File: config.mk
export PLATFORM = sky130hd
export DESIGN_NAME = seq_divider
export DESIGN_NICKNAME = d
export VERILOG_FILES = /design/src/rtl/alu_pkg.sv /design/src/rtl/full_adder.sv /design/src/rtl/subtractor.sv /design/src/rtl/seq_divider.sv
export SDC_FILE = /design/constraint.sdc
export NUM_CORES = 1
export LEC_CHECK = 0
export ABC_AREA = 1
export BUFFER_PORTS_ARGS = -buffer_cell sky130_fd_sc_hd__buf_4
export CAP_MARGIN = 5
export CORE_MARGIN = 5
export CORE_UTILIZATION = 35
export CTS_CLUSTER_DIAMETER = 200
export DETAILED_ROUTE_END_ITERATION = 10
export GPL_ROUTABILITY_DRIVEN = 0
export PLACE_DENSITY_LB_ADDON = 0.1
export SLEW_MARGIN = 5
export SYNTH_ARGS = -nofsm -noshare
export SYNTH_HDL_FRONTEND = slang
export SYNTH_SLANG_ARGS = --single-unit
File: constraint.sdc
create_clock -name clk -period 4.28 [get_ports clk]
set_clock_uncertainty 0.05 [all_clocks]
set_input_delay 0 -clock clk [delete_from_list [all_inputs] [get_ports clk]]
set_output_delay 0 -clock clk [all_outputs]
set_load 0.02 [all_outputs]
File: src/rtl/alu_pkg.sv
// Shared types and constants for the 4-bit ALU datapath and its sequential divider.
package alu_pkg;

    localparam int ALU_WIDTH = 4;

    typedef enum logic [1:0] {
        IDLE = 2'd0,
        RUN  = 2'd1,
        DONE = 2'd2
    } div_state_t;

    typedef enum logic [2:0] {
        OP_ADD = 3'd0,
        OP_SUB = 3'd1,
        OP_AND = 3'd2,
        OP_OR  = 3'd3,
        OP_XOR = 3'd4,
        OP_DIV = 3'd5
    } alu_op_t;

endpackage

File: src/rtl/full_adder.sv
// One-bit full adder cell shared by the ALU adder and subtractor chains.
module full_adder (
    input  logic a,
    input  logic b,
    input  logic c_in,
    output logic sum,
    output logic c_out
);

    assign sum   = a ^ b ^ c_in;
    assign c_out = (a & b) | (c_in & (a ^ b));

endmodule

File: src/rtl/subtractor.sv
// Ripple subtractor a - b built from full_adder cells: a + ~b + 1.
module subtractor #(
    parameter int WIDTH = 5
) (
    input  logic [WIDTH-1:0] a,
    input  logic [WIDTH-1:0] b,
    output logic [WIDTH-1:0] diff,
    output logic             borrow
);

    logic [WIDTH:0] carry;

    assign carry[0] = 1'b1;

    for (genvar i = 0; i < WIDTH; i++) begin : g_bit
        full_adder u_fa (
            .a    (a[i]),
            .b    (~b[i]),
            .c_in (carry[i]),
            .sum  (diff[i]),
            .c_out(carry[i+1])
        );
    end

    // No carry out of a + ~b + 1 means b was larger than a.
    assign borrow = ~carry[WIDTH];

endmodule

File: src/rtl/seq_divider.sv
// Multi-cycle unsigned restoring divider with start/ready/done handshake.
//
// state | meaning
// IDLE  | ready for a new operation, results held
// RUN   | one shift-and-subtract step per cycle
// DONE  | one-cycle done pulse, results valid
module seq_divider
    import alu_pkg::*;
#(
    parameter int WIDTH = ALU_WIDTH
) (
    input  logic             clk,
    input  logic             rst_n,
    input  logic             start,
    input  logic [WIDTH-1:0] dividend,
    input  logic [WIDTH-1:0] divisor,
    output logic             ready,
    output logic             busy,
    output logic             done,
    output logic [WIDTH-1:0] quotient,
    output logic [WIDTH-1:0] remainder,
    output logic             div_by_zero
);

    localparam int CW = (WIDTH > 2) ? $clog2(WIDTH) : 1;

    div_state_t       state;
    logic [WIDTH-1:0] rem_acc;
    logic [WIDTH-1:0] quo_acc;
    logic [WIDTH-1:0] den;
    logic [CW-1:0]    count;

    logic [WIDTH:0]   r_shift;
    logic [WIDTH:0]   trial;
    logic             trial_borrow;
    logic             restore;
    logic [WIDTH-1:0] r_next;
    logic [WIDTH-1:0] q_next;
    logic             last_step;

    // rem_acc stays below the divisor and, before the final step, below
    // 2^(WIDTH-1), so its top bit is always zero and this equals {1'b0, R_shifted}.
    assign r_shift = {rem_acc, quo_acc[WIDTH-1]};

    subtractor #(
        .WIDTH(WIDTH + 1)
    ) u_sub (
        .a     (r_shift),
        .b     ({1'b0, den}),
        .diff  (trial),
        .borrow(trial_borrow)
    );

    // Both the trial sign bit and the borrow flag mark a negative trial.
    assign restore   = trial[WIDTH] | trial_borrow;
    assign r_next    = restore ? r_shift[WIDTH-1:0] : trial[WIDTH-1:0];
    assign q_next    = {quo_acc[WIDTH-2:0], ~restore};
    assign last_step = (count == CW'(WIDTH - 1));

    always_ff @(posedge clk or negedge rst_n) begin
        if (!rst_n) begin
            state       <= IDLE;
            ready       <= 1'b1;
            busy        <= 1'b0;
            done        <= 1'b0;
            quotient    <= '0;
            remainder   <= '0;
            div_by_zero <= 1'b0;
            rem_acc     <= '0;
            quo_acc     <= '0;
            den         <= '0;
            count       <= '0;
        end else begin
            case (state)
                IDLE: begin
                    if (start) begin
                        ready <= 1'b0;
                        if (divisor != '0) begin
                            quo_acc <= dividend;
                            den     <= divisor;
                            rem_acc <= '0;
                            count   <= '0;
                            busy    <= 1'b1;
                            state   <= RUN;
                        end else begin
                            quotient    <= '1;
                            remainder   <= dividend;
                            div_by_zero <= 1'b1;
                            done        <= 1'b1;
                            state       <= DONE;
                        end
                    end
                end
                RUN: begin
                    rem_acc <= r_next;
                    quo_acc <= q_next;
                    count   <= count + 1'b1;
                    if (last_step) begin
                        quotient    <= q_next;
                        remainder   <= r_next;
                        div_by_zero <= 1'b0;
                        busy        <= 1'b0;
                        done        <= 1'b1;
                        state       <= DONE;
                    end
                end
                DONE: begin
                    done  <= 1'b0;
                    ready <= 1'b1;
                    state <= IDLE;
                end
                default: begin
                    ready <= 1'b1;
                    busy  <= 1'b0;
                    done  <= 1'b0;
                    state <= IDLE;
                end
            endcase
        end
    end

endmodule

After elaboration in Yosys (flattened, before gate mapping)
Index checks and enable logic that the tools add are counted.
W data, S select, Z words.
{ "classes": {"n_addsub": 1, "reduce_logical": 10, "n_eq_ne": 7, "n_mux": 33, "bitwise": 32} }
{ "ops": {"columns": ["op", "count"], "rows": [
  ["$mux W4", 11],
  ["$pmux W4 S2", 4],
  ["$mux W2", 5],
  ["$not A1 Y1", 10],
  ["$reduce_and A3 Y1", 3],
  ["$and A1 B1 Y1", 8],
  ["$ne A2 B2 Y1 const B", 4],
  ["$pmux W2 S2", 2],
  ["$reduce_and A4 Y1", 2],
  ["$xor A1 B1 Y1", 8],
  ["$mux W1", 7],
  ["$or A1 B1 Y1", 6],
  ["$pmux W1 S2", 3],
  ["$eq A2 B2 Y1 const B", 2],
  ["$reduce_and A2 Y1", 2],
  ["$reduce_bool A4 Y1", 1],
  ["$pmux W1 S3", 1],
  ["$add A2 B1 Y2 const B", 1],
  ["$eq A2 B1 Y1 const B", 1],
  ["$logic_not A2 Y1", 1],
  ["$reduce_bool A2 Y1", 1]
]} }
{ "word_totals": {"wordCells": 94, "in_bits": 11, "regBits": 28, "output_inout_bits": 12} }

Logic depth before layout (Yosys ltp)
{ "logic_depth": {"ltp_word": 16, "ltp_mapped": 15, "depth_no_buf": 15} }

Cells and area by module
From an unflattened synthesis, not the netlist that was laid out.
{ "hier_totals": {"hier_cells": 176, "area_unflattened_um2": 1448.9} }
{ "by_module_without_submodules": {"columns": ["module", "seq_area_each_um2", "area_each_um2", "n_inst", "cells_each"], "rows": [
  ["seq_divider", 701.9, 1322.5, 1, 164],
  ["full_adder", 0.0, 20.0, 5, 1],
  ["subtractor", 0.0, 26.3, 1, 7]
]} }

Least setup slack after synthesis
Ideal clock, no wire load.
{ "synth_path": {"kind": "register to register", "from": "register quo_acc[3]", "to": "register remainder[0]", "required_time_ps": 4165, "stages_incl_launch_ff": 16, "slack_ps": 2021, "path_buffers": 0, "setup_ps": 65, "arrival_ps": 2144, "period_less_slack_ps": 2259, "cell_sequence": "dfrtp_1 -> inv_1 -> ha_1 -> inv_1 -> fa_1 -> inv_1 -> fa_1 -> inv_1 -> fa_1 -> inv_1 -> nand2_1 -> nand2_1 -> nand3_1 -> nand3_1 -> nand2_1 -> nand2_1"} }
{ "synth_via": {"elab_chain_cells": 15, "word_cells_on_any_way": 18, "classes_between": "mux: 3; bitwise: 15"} }
{ "synth_rtl": {"columns": ["element", "line", "source"], "rows": [
  ["start: declaration", "seq_divider.sv:29", "logic [WIDTH-1:0] quo_acc;"],
  ["start signal: assignment", "seq_divider.sv:79", "quo_acc <= dividend;"],
  ["start signal: assignment", "seq_divider.sv:96", "quo_acc <= q_next;"],
  ["$and A1 B1 Y1 or $xor A1 B1 Y1 (tied branches)", "full_adder.sv:11, full_adder.sv:10", null],
  ["$or A1 B1 Y1", "full_adder.sv:11", "assign c_out = (a & b) | (c_in & (a ^ b));"],
  ["$and A1 B1 Y1", "full_adder.sv:11", null],
  ["$or A1 B1 Y1", "full_adder.sv:11", null],
  ["$and A1 B1 Y1", "full_adder.sv:11", null],
  ["$or A1 B1 Y1", "full_adder.sv:11", null],
  ["$and A1 B1 Y1", "full_adder.sv:11", null],
  ["$or A1 B1 Y1", "full_adder.sv:11", null],
  ["$and A1 B1 Y1", "full_adder.sv:11", null],
  ["$or A1 B1 Y1", "full_adder.sv:11", null],
  ["$not A1 Y1", "subtractor.sv:26", "assign borrow = ~carry[WIDTH];"],
  ["$or A1 B1 Y1", "seq_divider.sv:55", "assign restore = trial[WIDTH] | trial_borrow;"],
  ["$mux W4 *", "seq_divider.sv:56", "assign r_next = restore ? r_shift[WIDTH-1:0] : trial[WIDTH-1:0];"],
  ["$mux W4 *", "seq_divider.sv:98", "if (last_step) begin"],
  ["$pmux W4 S2 *", "seq_divider.sv:74", "case (state)"],
  ["end signal: assignment", "seq_divider.sv:87", "remainder <= dividend;"],
  ["end signal: assignment", "seq_divider.sv:100", "remainder <= r_next;"],
  ["end: declaration", "seq_divider.sv:21", "output logic [WIDTH-1:0] remainder,"]
]} }
Mark *: on every way between the ends. The rest lies on a longest branch, timed or not. The select of a mux whose other input is x is not followed.
A chain may end at the register's enable or synchronous reset.

Worst setup path after layout
{ "layout_path": {"from": "register quo_acc[3]", "to": "register remainder[2]"} }
{ "layout_via": {"elab_chain_cells": 15, "word_cells_on_any_way": 18, "classes_between": "mux: 3; bitwise: 15"} }
{ "layout_rtl": {"columns": ["element", "line"], "rows": [
  ["$and A1 B1 Y1 or $xor A1 B1 Y1 (tied branches)", "full_adder.sv:11"],
  ["$or A1 B1 Y1 *", "full_adder.sv:11"],
  ["$and A1 B1 Y1 *", "full_adder.sv:11"],
  ["$or A1 B1 Y1 *", "full_adder.sv:11"],
  ["$and A1 B1 Y1", "full_adder.sv:11"],
  ["$or A1 B1 Y1", "full_adder.sv:11"],
  ["$and A1 B1 Y1", "full_adder.sv:11"],
  ["$or A1 B1 Y1", "full_adder.sv:11"],
  ["$and A1 B1 Y1", "full_adder.sv:11"],
  ["$or A1 B1 Y1", "full_adder.sv:11"],
  ["$not A1 Y1", "subtractor.sv:26"],
  ["$or A1 B1 Y1", "seq_divider.sv:55"],
  ["$mux W4 *", "seq_divider.sv:56"],
  ["$mux W4 *", "seq_divider.sv:98"],
  ["$pmux W4 S2 *", "seq_divider.sv:74"]
]} }
Marks and branches as above.

==> results.py <==
metrics = {
    "outcome": {
        "status": "finished, final reports clean",
    },
    "grt": {
        "grtUsageMet2": 0.207,
        "grt_first_pass_wirelength_mm": 5.27,
        "grt-busiest-layer": "met2",
        "grt_overflow": 0,
        "grtUsageMet3": 0.0179,
        "grt_use_total": 0.128,
        "grt_pass1_vias": 1163,
        "grt_max_degree": 29,
        "met1_usage": 0.172,
        "antenna_found_initial": 0,
    },
    "run": {
        "maxCapViolations": 0,
    },
    "power": {
        "pwr-share-seq": 0.343,
        "clock_power_share": 0.156,
        "report.power.total_mw": 1.35,
        "irDropWorstVdd_mv": 0.253,
        "p_int_mw": 0.762,
        "p_sw_frac": 0.436,
        "power.density_mw_per_mm2": 765,
        "leakage_nw": 0.941,
        "p_comb_frac": 0.501,
        "p_sw_mw": 0.590,
    },
    "worst_setup_path": {
        "crit_type": "flop to flop",
        "cp_common_cell": "inv_1",
        "crit_buf_inv": 5,
        "crit_path_max_incr_delay_ps": 420,
        "worstReg2RegStart": "quo_acc[3]",
        "end_kind": "flop",
        "arrival_ps": 2720,
        "cp-startpoint": "quo_acc[3]",
        "cp_data_required_time_ps": 4450,
        "cpLargestDelayFamily": "adder cells",
        "start_kind": "flop",
        "path_cells": "inv_1, ha_1, inv_1, fa_1, inv_1, fa_1, inv_1, fa_1, inv_1, nand2_1, nand2_1, nand3_1, nand3_1, nand2_1, nand2_1",
        "cp_max_fo": 5,
        "critPathSlowestCell": "fa_1",
    },
    "sta": {
        "timing.hold.ws_ps": 20.8,
        "report.final.slew_viol_count": 0,
        "rsz0062_at_grt": "no",
        "post-route-min-period_ps": 2550,
        "setup_viol": 0,
        "relSlewSlack": 0.743,
        "worst_slack_ps": 1730,
        "fmax_mhz": 392,
        "hold_viol": 0,
        "fin_tns_setup_ps": 0,
        "max_slew.worst_pin.slew_ps": 384,
        "finalCritPeriodShare": 0.596,
    },
    "synth": {
        "avgSynthCellArea_sq_um": 8.43,
        "yosys-top-cells-area": "dfrtp_1, nand2_1, nand3_1",
        "ys_ff_latch": 28,
        "synthCells": 166,
        "syn-num-nets": 182,
        "synth_common_cells": "nand2_1, dfrtp_1, nand3_1",
        "synth_edf_count": 0,
        "synth_area_sq_mm": 0.00140,
        "yosysSeqAreaShare": 0.501,
        "ys_warn_count": 0,
        "ys_types": 18,
        "synth_top_area_share": 0.483,
        "yosys_most_used_dff": "dfrtp_1",
        "synth_most_common_cell": "nand2_1",
        "yosys.area.top_type": "dfrtp_1",
        "synth_async_sr_flop_share": 1.00,
    },
    "die": {
        "coreArea_sq_mm": 0.00394,
        "start_util": 0.355,
        "die_h_um": 73.2,
        "io_pins": 23,
        "rows": 23,
        "die-area_sq_mm": 0.00536,
        "die_w_um": 73.2,
    },
    "clock_tree": {
        "cts_root_buf": "clkbuf_8",
        "cts_resized": 0,
        "hold_buffers": 8,
        "cts_made_buffers": 3,
        "htreeDepth": 1,
        "cts_tree": "built",
        "cts.sinks": 28,
        "clockBufferDepth": 2,
        "cts_setup_buffers": 0,
        "path_clk_slew_ps": 100,
        "clock_latency_ps": 280,
    },
    "place": {
        "place_ws_ps": 1750,
        "placed_cells": 237,
        "post-dp-hpwl_mm": 2.30,
        "place_area_sq_mm": 0.00162,
        "port_buffers": 22,
    },
    "drt": {
        "avgViaCountPerCell": 4.59,
        "wl_per_cell_um": 12.2,
        "ant_nets": 0,
        "wirelength_mm": 3.04,
        "initialDrtViolationCount": 43,
        "remaining_drc_errors": 0,
        "drtPass1Iterations": 4,
        "via_count": 1144,
    },
    "min_path": {
        "hold_path.class": "primary input to flop",
        "hp-start": "dividend[1]",
    },
    "cells_and_area": {
        "utilization": 0.448,
        "syn_to_final_growth_pct": 26.3,
        "drive_gt1_frac": 0.186,
        "fillers": 389,
        "n_antenna_cell": 0,
        "final-instance-count-excl-fill": 249,
        "fin_area_sq_mm": 0.00177,
        "final_nets": 216,
    },
}
[tightest hold or removal path: cells and delay by family]
| kind | cells | cell delay (ps) |
|---|---|---|
| and+or+nand+nor | 4 | 250 |
| buffers and inverters | 1 | 70 |
[cell type report]
class | count | area [sq um] | share of cell area
Timing Repair Buffer | 30 | 245 | 0.139
Clock inverter | 1 | 30.0 | 0.0170
Clock buffer | 3 | 41.3 | 0.0234
Tap cell | 50 | 62.6 | 0.0354
Inverter | 18 | 67.6 | 0.0382
Multi-Input combinational cell | 119 | 619 | 0.350
Sequential cell | 28 | 702 | 0.397
[power by group through the flow]
stage / sequential (mW) / combinational, mW / clock [mW]
after global placement: 0.472 / 0.682 / 0
after global routing: 0.480 / 0.774 / 0.230
after floorplan: 0.517 / 0.432 / 0
after CTS: 0.467 / 0.692 / 0.219
after detailed placement: 0.471 / 0.685 / 0
final: 0.465 / 0.677 / 0.211
[sequential cells by signal, indices dropped and copies added, names as in the netlist]
register / flops
remainder: 4
count: 2
rem_acc: 4
div_by_zero: 1
quotient: 4
busy: 1
den: 4
state: 2
ready: 1
quo_acc: 4
done: 1
[worst paths after layout]
kind,endpoint,slack (ps),depth (start not counted)
setup / recovery,remainder[2],1730,15
hold / removal,quo_acc[1],20,5
setup reg to reg,remainder[2],1730,15
hold reg to reg,count[1],440,2
max in group asynchronous,ready,3750,2
min in group asynchronous,rem_acc[3],120,2
[kinds of logic (layout without fill, tap and decap cells)]
kind of cell / Yosys count / count (layout) / synth area share
simple gates: 103 / 103 / 0.342
flops: 28 / 28 / 0.501
buf+inv: 19 / 52 / 0.0563
compound gates: 11 / 11 / 0.0393
fa+ha+maj: 5 / 5 / 0.0608
[metal layers]
metal / part of all wire / vias up
li1: - / 587
met2: 0.48 / 17
met1: 0.48 / 536
met3: 0.035 / 4
met5: 0 / -
met4: 0.010 / 0
[placed cells by master (no fill, tap or decap), types with 2 or more instances in the layout]
cell type      netlist  routed
nor2_4               3       3
fa_1                 3       3
nand2_4              2       2
nand3_1             23      23
dfrtp_1             27      27
ha_1                 2       2
o21ai_0              7       7
inv_1               16      16
dlygate4sd3_1        0       8
clkbuf_8             0       3
nand2_1             62      62
buf_4                0      22
inv_2                2       2
nor2_1              10      10
a21oi_1              3       3
Power figures use the tool's default switching activity.
